[src/rtl/loader_pkg.sv]
// rtl/loader_pkg.sv - shared state encoding and frame constants for the program loader
package loader_pkg;

    localparam logic [2:0] S_LEN_LO = 3'd0;
    localparam logic [2:0] S_LEN_HI = 3'd1;
    localparam logic [2:0] S_DATA   = 3'd2;
    localparam logic [2:0] S_WRITE  = 3'd3;
    localparam logic [2:0] S_CSUM   = 3'd4;
    localparam logic [2:0] S_RUN    = 3'd5;
    localparam logic [2:0] S_ERR    = 3'd6;

    localparam int LEN_BYTES  = 2;
    localparam int WORD_BYTES = 4;

    // States in which the loader is willing to take a stream byte.
    function automatic logic state_accepts(input logic [2:0] s);
        return (s == S_LEN_LO) || (s == S_LEN_HI) || (s == S_DATA) || (s == S_CSUM);
    endfunction

endpackage

[src/rtl/word_assembler.sv]
// rtl/word_assembler.sv - packs little-endian stream bytes into 32-bit words
module word_assembler
    import loader_pkg::*;
(
    input  logic        clk_i,
    input  logic        rst_ni,
    input  logic        clear_i,
    input  logic        accept_i,
    input  logic [7:0]  byte_i,
    output logic [31:0] word_next_o,
    output logic        full_o,
    output logic        last_lane_o
);

    localparam logic [1:0] LAST_LANE = 2'(WORD_BYTES - 1);

    logic [1:0]  byte_cnt_q, byte_cnt_d;
    logic [31:0] word_q, word_d;
    logic        full_q, full_d;

    // Lane insert and counter advance; word_next exposes the word including this byte.
    always_comb begin
        byte_cnt_d = byte_cnt_q;
        word_d     = word_q;
        full_d     = full_q;
        if (clear_i) begin
            byte_cnt_d = 2'd0;
            word_d     = 32'd0;
            full_d     = 1'b0;
        end else if (accept_i) begin
            word_d[{byte_cnt_q, 3'b000} +: 8] = byte_i;
            byte_cnt_d = byte_cnt_q + 2'd1;
            full_d     = (byte_cnt_q == LAST_LANE);
        end
    end

    // Assembly state registers.
    always_ff @(posedge clk_i or negedge rst_ni) begin
        if (!rst_ni) begin
            byte_cnt_q <= 2'd0;
            word_q     <= 32'd0;
            full_q     <= 1'b0;
        end else begin
            byte_cnt_q <= byte_cnt_d;
            word_q     <= word_d;
            full_q     <= full_d;
        end
    end

    assign word_next_o = word_d;
    assign full_o      = full_q;
    assign last_lane_o = (byte_cnt_q == LAST_LANE);

endmodule

[src/rtl/prog_loader.sv]
// rtl/prog_loader.sv - byte-stream program loader with XOR checksum and core release
module prog_loader
    import loader_pkg::*;
#(
    parameter int          MAX_WORDS = 64,
    parameter logic [31:0] ADDR_BASE = 32'h0000_0000
) (
    input  logic        CLK,
    input  logic        RESETn,
    input  logic        BYTE_VALID,
    input  logic [7:0]  BYTE_DATA,
    output logic        BYTE_READY,
    input  logic        RELOAD,
    output logic        IMEM_WE,
    output logic [31:0] IMEM_ADDR,
    output logic [31:0] IMEM_WDATA,
    output logic        CPU_RUN,
    output logic        DONE,
    output logic        ERR
);

    localparam int             LEN_W = 8 * LEN_BYTES;
    localparam logic [LEN_W-1:0] MAX_N = LEN_W'(MAX_WORDS);

    logic [2:0]       state_q, state_d;
    logic [LEN_W-1:0] len_q, len_d;
    logic [LEN_W-1:0] idx_q, idx_d;
    logic [7:0]       csum_q, csum_d;
    logic [31:0]      addr_q, addr_d;
    logic [31:0]      wdata_q, wdata_d;
    logic             run_q, run_d;
    logic             done_q, done_d;
    logic             err_q, err_d;

    logic             accept;
    logic             reload_ok;
    logic [LEN_W-1:0] len_full;
    logic [LEN_W-1:0] idx_inc;
    logic [31:0]      asm_word_next;
    logic             asm_full;
    logic             asm_last;

    // Ready is a pure state decode, forced low while reset is held.
    assign BYTE_READY = RESETn && state_accepts(state_q);
    assign accept     = BYTE_VALID && BYTE_READY;
    assign reload_ok  = RELOAD && ((state_q == S_RUN) || (state_q == S_ERR));
    assign len_full   = {BYTE_DATA, len_q[7:0]};
    assign idx_inc    = idx_q + LEN_W'(1);

    word_assembler u_asm (
        .clk_i       (CLK),
        .rst_ni      (RESETn),
        .clear_i     (reload_ok),
        .accept_i    (accept && (state_q == S_DATA)),
        .byte_i      (BYTE_DATA),
        .word_next_o (asm_word_next),
        .full_o      (asm_full),
        .last_lane_o (asm_last)
    );

    // Frame sequencing, running checksum and write address/data capture.
    always_comb begin
        state_d = state_q;
        len_d   = len_q;
        idx_d   = idx_q;
        csum_d  = csum_q;
        addr_d  = addr_q;
        wdata_d = wdata_q;

        if (accept && (state_q != S_CSUM)) begin
            csum_d = csum_q ^ BYTE_DATA;
        end

        case (state_q)
            S_LEN_LO: begin
                if (accept) begin
                    len_d[7:0] = BYTE_DATA;
                    state_d    = S_LEN_HI;
                end
            end
            S_LEN_HI: begin
                if (accept) begin
                    len_d = len_full;
                    if (len_full > MAX_N) begin
                        state_d = S_ERR;
                    end else if (len_full == '0) begin
                        state_d = S_CSUM;
                    end else begin
                        state_d = S_DATA;
                    end
                end
            end
            S_DATA: begin
                if (accept && asm_last) begin
                    addr_d  = ADDR_BASE + {{(30-LEN_W){1'b0}}, idx_q, 2'b00};
                    wdata_d = asm_word_next;
                    state_d = S_WRITE;
                end
            end
            S_WRITE: begin
                idx_d   = idx_inc;
                state_d = (idx_inc == len_q) ? S_CSUM : S_DATA;
            end
            S_CSUM: begin
                if (accept) begin
                    state_d = (BYTE_DATA == csum_q) ? S_RUN : S_ERR;
                end
            end
            S_RUN, S_ERR: begin
                if (RELOAD) begin
                    state_d = S_LEN_LO;
                    len_d   = '0;
                    idx_d   = '0;
                    csum_d  = 8'd0;
                end
            end
            default: begin
                state_d = S_LEN_LO;
            end
        endcase

        run_d  = (state_d == S_RUN);
        done_d = (state_d == S_RUN);
        err_d  = (state_d == S_ERR);
    end

    // Loader state registers; a reset mid-frame discards everything in flight.
    always_ff @(posedge CLK or negedge RESETn) begin
        if (!RESETn) begin
            state_q <= S_LEN_LO;
            len_q   <= '0;
            idx_q   <= '0;
            csum_q  <= 8'd0;
            addr_q  <= 32'd0;
            wdata_q <= 32'd0;
            run_q   <= 1'b0;
            done_q  <= 1'b0;
            err_q   <= 1'b0;
        end else begin
            state_q <= state_d;
            len_q   <= len_d;
            idx_q   <= idx_d;
            csum_q  <= csum_d;
            addr_q  <= addr_d;
            wdata_q <= wdata_d;
            run_q   <= run_d;
            done_q  <= done_d;
            err_q   <= err_d;
        end
    end

    assign IMEM_WE    = (state_q == S_WRITE) && asm_full;
    assign IMEM_ADDR  = addr_q;
    assign IMEM_WDATA = wdata_q;
    assign CPU_RUN    = run_q;
    assign DONE       = done_q;
    assign ERR        = err_q;

endmodule
[config.mk]
export PLATFORM = sky130hd
export DESIGN_NAME = prog_loader
export DESIGN_NICKNAME = d
export VERILOG_FILES = /design/src/rtl/loader_pkg.sv /design/src/rtl/word_assembler.sv /design/src/rtl/prog_loader.sv
export SDC_FILE = /design/constraint.sdc
export NUM_CORES = 1
export LEC_CHECK = 0
export BUFFER_PORTS_ARGS = -buffer_cell sky130_fd_sc_hd__clkbuf_2
export CAP_MARGIN = 20
export CORE_ASPECT_RATIO = 1.5
export CORE_MARGIN = 1.5
export CORE_UTILIZATION = 30
export DETAILED_ROUTE_END_ITERATION = 7
export GPL_TIMING_DRIVEN = 0
export PLACE_DENSITY = 0.46
export SETUP_SLACK_MARGIN = 0.5
export SYNTH_ARGS = -nofsm -noshare
export SYNTH_HDL_FRONTEND = slang
export SYNTH_SLANG_ARGS = --single-unit
[constraint.sdc]
create_clock -name CLK -period 2.45 [get_ports CLK]
set_input_delay 0.735 -clock CLK [delete_from_list [all_inputs] [get_ports CLK]]
set_output_delay 0.735 -clock CLK [all_outputs]
set_load 0.005 [all_outputs]
# Yosys cells after proc, flatten, opt, wreduce, memory -nomap -nowiden
# Cells that the tools add are included.
# op_classes
addsub	3
order_cmp	1
eq_ne	15
shifts	2
muxes	26
n_bitwise	2
reduce_logical	22
# ops
cell	n
$mux 32	2
$bwmux 32	1
$mux 16	2
$mux 8	4
$pmux 16 s2	1
$shift 8x7->32 const A	1
$shiftx 8x7->32	1
$mux 3	8
$pmux 8 s3	1
$pmux 3 s6	1
$add 16x1->16 const B	1
$eq 16x16->1	1
$gt 16x7->1 const B	1
$logic_not 16->1	1
$pmux 8 s2	1
$eq 3x3->1 const B	5
$eq 8x8->1	1
$reduce_bool 2->1	4
$xor 8x8->8	1
$logic_and 1x1->1	7
$neg 5->7	1
$eq 3x2->1 const B	2
$mux 2	3
$ne 2x2->1 const B	3
other kinds (12)	17
# word_totals
register_bits	128
input_bits	12
output_inout_bits	69
elab_cells	83

# Logic depth before layout (Yosys ltp)
# depth
depth_word	10
depth_mapped	9
ltp_nobuf	8

# Hierarchy
# From an unflattened synthesis, not the netlist that was laid out.
# hier_totals
cells_unflattened	579
hier_area_um2	6383.6
# modules_own_cells
mod	n_inst	cells_each	area_per_inst_um2	seq_area_each_um2
prog_loader	1	449	4668.2	2327.2
word_assembler	1	130	1715.4	875.8

# Worst setup path before layout
# Ideal clock, no wire load.
# synth_path
kind	input port to flip-flop
from	input port BYTE_DATA[7]
to	register err_q, in the netlist ERR
arrival_ps	2259
required_ps	2319
setup_slack_ps	60
cell_stages	8
path_cell_list	clkbuf_1 xor2_1 nor4_1 nand2_1 a2111oi_0 o22ai_1 o21bai_1 nor4_2
# synth_lines
item	line	rtl
from (decl)	prog_loader.sv:11	input logic [7:0] BYTE_DATA,
$gt 16x7->1 or $eq 8x8->1 (tied branches)	prog_loader.sv:84, prog_loader.sv:106	
$mux 3 or $mux 2 (tied branches)	prog_loader.sv:84, prog_loader.sv:106	
$mux 3 (on tied branches)	prog_loader.sv:82, prog_loader.sv:105	
$pmux 3 s6 *	prog_loader.sv:74	case (state_q)
via state_d[0]	prog_loader.sv:25	logic [2:0] state_q, state_d;
$eq 3x3->1 *	prog_loader.sv:124	err_d = (state_d == S_ERR);
via err_d	prog_loader.sv:33	logic err_q, err_d;
to (signal assigned)	prog_loader.sv:148	err_q <= err_d;
to (decl)	prog_loader.sv:33	
# The timed path passes the listed nets; every way through them passes the cells marked *.
# A chain may end at the register's enable or synchronous reset.

# Worst setup path in the final report
# layout_path
from	register idx_q[11]
to	register err_q, in the netlist ERR
# layout_via
elab_chain_len	5
# layout_lines
item	line	rtl
from (decl)	prog_loader.sv:27	logic [LEN_W-1:0] idx_q, idx_d;
from (signal assigned)	prog_loader.sv:142	idx_q <= idx_d;
$add 16x1->16	prog_loader.sv:48	assign idx_inc = idx_q + LEN_W'(1);
$eq 16x16->1	prog_loader.sv:102	state_d = (idx_inc == len_q) ? S_CSUM : S_DATA;
$mux 3	prog_loader.sv:102	
$pmux 3 s6	prog_loader.sv:74	
$eq 3x3->1	prog_loader.sv:124	
via err_d	prog_loader.sv:33	
# The timed path passes the listed nets, and every way through them passes these cells.

==> summary.txt <==
Run status
  – Run status: completed

Synthesis
  – Area share of the leading cell type in the synthesized netlist: 51.3%
  – Number of enable-type register cells in the synthesized netlist: 0
  – Total of flip-flops plus latches after synthesis: 128
  – Post-synth cell types: 44
  – YS warnings: 0
  – FFs w/ async S/R, synth: 100%
  – Sequential area share after synthesis: 51.3%
  – Top cells by area in the synthesized netlist: sky130_fd_sc_hd__dfrtp_1, sky130_fd_sc_hd__mux2_2, sky130_fd_sc_hd__nand2_1
  – Post-synthesis area per instance: 10.0 µm²
  – Post-synthesis cell area: 0.00625 mm²
  – Number of instances in the synthesized netlist: approximately 620
  – Main flop type after synthesis: sky130_fd_sc_hd__dfrtp_1
  – Leading area contributor after synthesis: sky130_fd_sc_hd__dfrtp_1

STA
  – RSZ-0062 raised after global routing: true
  – Worst setup skew after layout: 9.58 ps
  – Setup violations, final: 0
  – Portion of the clock cycle consumed by the worst path in the final layout: 96.9%
  – Worst slew pin tran: 508 ps
  – Max Clock Freq: 421 MHz
  – Worst path setup slack after routing: approximately 76 ps
  – Final Hold Violating Endpoints: 0
  – Total count of max-transition violations in the final report: 0
  – Max transition margin: 65.9%
  – Min Tclk post-route: 2370 ps

Worst setup path
  – Sort of element at the start of the critical path: flop
  – Required arrival time at the worst endpoint: 2750 ps
  – Delay of the slowest critical-path stage: 500 ps
  – Buf/Inv on CP: 1
  – Cell chain of the critical path: nand4_1 -> buf_4 -> xor2_1 -> o31ai_4 -> nand4_1 -> nor4_4 -> and4_1 -> nor4_2
  – Master of the slowest instance on the critical path: sky130_fd_sc_hd__dfrtp_1
  – CP arrival: 2670 ps
  – CP Max Fanout: 6
  – Reg2Reg Depth: 8
  – Setup crit end kind: flop
  – Type of the worst setup path: reg -> reg
  – End of the worst register-to-register path: ERR
  – R2r setup slk: between 70 and 80 ps
  – Worst r2r src: idx_q[11]
  – Most common cell type on the critical path: sky130_fd_sc_hd__nand4_1
  – Top cell family by delay on the critical path: simple AND/OR/NAND/NOR gates

Die
  – Initial standard-cell utilization of the core: 30.6%
  – Core area: 0.0204 mm²
  – Std-Cell Rows: 64
  – Top-level I/O count: 81
  – Die Span X: 121 µm
  – Height of the die: 180 µm
  – Full die area: 0.0217 mm²

Route
  – DRT Wirelength: 18.2 mm
  – Number of remaining DRC errors: 0
  – Detailed-route via count: 4989
  – First-pass DRT Iterations: 4
  – Number of DRC markers after the initial detailed-route iteration: between 100 and 150
  – Post-DR vias/cell: 4.79
  – Antenna Violating Nets Remaining: 0
  – Routed wire per std cell: 17.5 µm

Worst hold path
  – Worst min-delay path category: in -> async

Cells and area
  – Antenna diode count: 0
  – Final-stage net count: about 780
  – Area delta synth->final: 43.3%
  – Fraction of final layout cells sized beyond drive strength 1: 40.1%

Clock tree
  – Number of buffers added to fix hold violations after cts: 0
  – TritonCTS buffer count: 17
  – CTS sink cnt: 128
  – Clock root buffer: sky130_fd_sc_hd__clkbuf_16
  – Clk pin slew, worst setup/hold paths: approximately 60 ps
  – Worst-Skew Late Latency: 420 ps
  – Clock tree from TritonCTS: yes
  – Clock buffer depth: 2
  – H-tree lvl count: 4

Placed design
  – Half-perimeter wire length after detailed placement: 11.2 mm
  – Worst slack at placement: -814 ps
  – Routability cong.: 0.795
  – Total of buffers placed on input and output ports: 56

Power and ir drop
  – Maximum vdd drop: 339 µV
  – Post-layout total power: ~8.5 mW
  – Leak: 4.17 nW
  – PwrDens: approximately 950 mW/mm²

GRT
  – Antenna violations before repair: 0
  – Maximum number of pins on one net before global-route repair: 45
  – First-pass GRT wire length: 28.2 mm
  – Total overflow reported by the global router: 0
  – Global router's overall resource usage: 17.0%
  – Via count of the first global-routing pass: around 5200

Run
  – Max cap viols: 0
-- cells in the final DEF, fill, tap and decap left out, types with 5 or more instances in the layout --
cell type / count
sky130_fd_sc_hd__dfrtp_1: 125
sky130_fd_sc_hd__nand2_1: 80
sky130_fd_sc_hd__clkbuf_2: 63
sky130_fd_sc_hd__buf_4: 56
sky130_fd_sc_hd__nand3_1: 48
sky130_fd_sc_hd__o21ai_0: 42
sky130_fd_sc_hd__mux2_4: 34
sky130_fd_sc_hd__nor2_1: 33
sky130_fd_sc_hd__xor2_1: 30
sky130_fd_sc_hd__a21oi_2: 25
sky130_fd_sc_hd__clkbuf_16: 24
sky130_fd_sc_hd__conb_1: 16
sky130_fd_sc_hd__inv_1: 15
sky130_fd_sc_hd__mux2_2: 14
sky130_fd_sc_hd__buf_6: 13
sky130_fd_sc_hd__xnor2_1: 13
sky130_fd_sc_hd__a21oi_1: 10
sky130_fd_sc_hd__nor3_1: 8
sky130_fd_sc_hd__buf_12: 7
sky130_fd_sc_hd__and2_1: 6
sky130_fd_sc_hd__nand4_1: 6
sky130_fd_sc_hd__clkbuf_8: 5
sky130_fd_sc_hd__inv_6: 5
-- through the flow --
step	instances	area (µm²)	util [%]	hold slack, ps	setup TNS, ps
final	1042	8960	43.9	131	0
after global routing	1042	8960	43.9	123	0
after CTS	1034	8630	42.2	123	0
after detailed placement	959	7130	34.9	497	-74250
after global placement	957	7090	34.7	493	-473840
after floorplan	637	6480	-	439	0
-- where the power goes --
part	switching [mW]	internal [mW]	leakage, nW	total [mW]
clock network	1.01	1.62	0.288	2.63
logic	1.59	1.33	2.15	2.92
registers	0.340	2.59	1.73	2.93
total	2.94	5.53	4.17	8.47
-- kinds of logic after synthesis --
family                   share of synthesized area (%)
other                                           0.0600
XOR/XNOR                                          6.17
AO/OA/AOI/OAI                                     9.03
multiplexers                                      8.81
buffers and inverters                             6.19
adder cells (fa/ha/maj)                           1.40
flip-flops                                        51.3
AND/OR/NAND/NOR                                   17.1
-- synth_stat cells (8+ instances only) --
library cell,count
sky130_fd_sc_hd__nand3_1,48
sky130_fd_sc_hd__xnor2_1,13
sky130_fd_sc_hd__xor2_1,31
sky130_fd_sc_hd__dfrtp_1,128
sky130_fd_sc_hd__nand2_1,83
sky130_fd_sc_hd__nor3_1,10
sky130_fd_sc_hd__a21oi_1,35
sky130_fd_sc_hd__o21ai_0,43
sky130_fd_sc_hd__buf_2,15
sky130_fd_sc_hd__buf_4,23
sky130_fd_sc_hd__mux2_2,48
sky130_fd_sc_hd__inv_1,16
sky130_fd_sc_hd__clkbuf_1,20
sky130_fd_sc_hd__and2_1,8
sky130_fd_sc_hd__nor2_1,36
-- routing by layer --
metal	track usage, %	wire, µm	part of all wire [%]	up-vias
met3	4.35	761	4.2	38
met1	18.5	7160	39	2434
met5	0	0	0	-
li1	-	-	-	2384
met4	8.71	684	3.8	0
met2	30.1	9610	53	133
-- worst max path at each step --
stage                  from        endpoint  slack (ps)  cells past startpoint
2_1_floorplan  BYTE_DATA[3]             ERR         350                      8
3_3_place_gp         RESETn  IMEM_WDATA[18]       -2630                      9
3_5_place_dp         RESETn  IMEM_WDATA[23]        -810                     10
4_1_cts            idx_q[0]             ERR          70                      8
5_1_grt            idx_q[0]             ERR           5                      8
6_report          idx_q[11]             ERR          80                      8
-- repair_timing --
action                     CTS  global route
pin swaps                   16            12
gates resized for setup     94            74
setup buffers               34             7
setup endpoints to repair  130            92
cloned                       9             1
-- area by class of cell --
type | count | area [µm²]
inverter | 16 | 63.8
tap | 264 | 330
clock inverter | 14 | 179
fill | 1981 | 11500
clock buffer | 18 | 429
buffer | 59 | 587
timing repair buffer | 109 | 962
sequential | 128 | 3210
multi-input combinational | 434 | 3200
-- registers in the layout, summed over array words and instances (netlist names) --
| register | flops |
|---|---|
| IMEM_ADDR | 16 |
| idx_q | 16 |
| u_asm.word_q | 32 |
| DONE | 1 |
| ERR | 1 |
| u_asm.byte_cnt_q | 2 |
| csum_q | 8 |
| state_q | 3 |
| u_asm.full_o | 1 |
| len_q | 16 |
| IMEM_WDATA | 32 |
(Power assumes the default switching activity.)
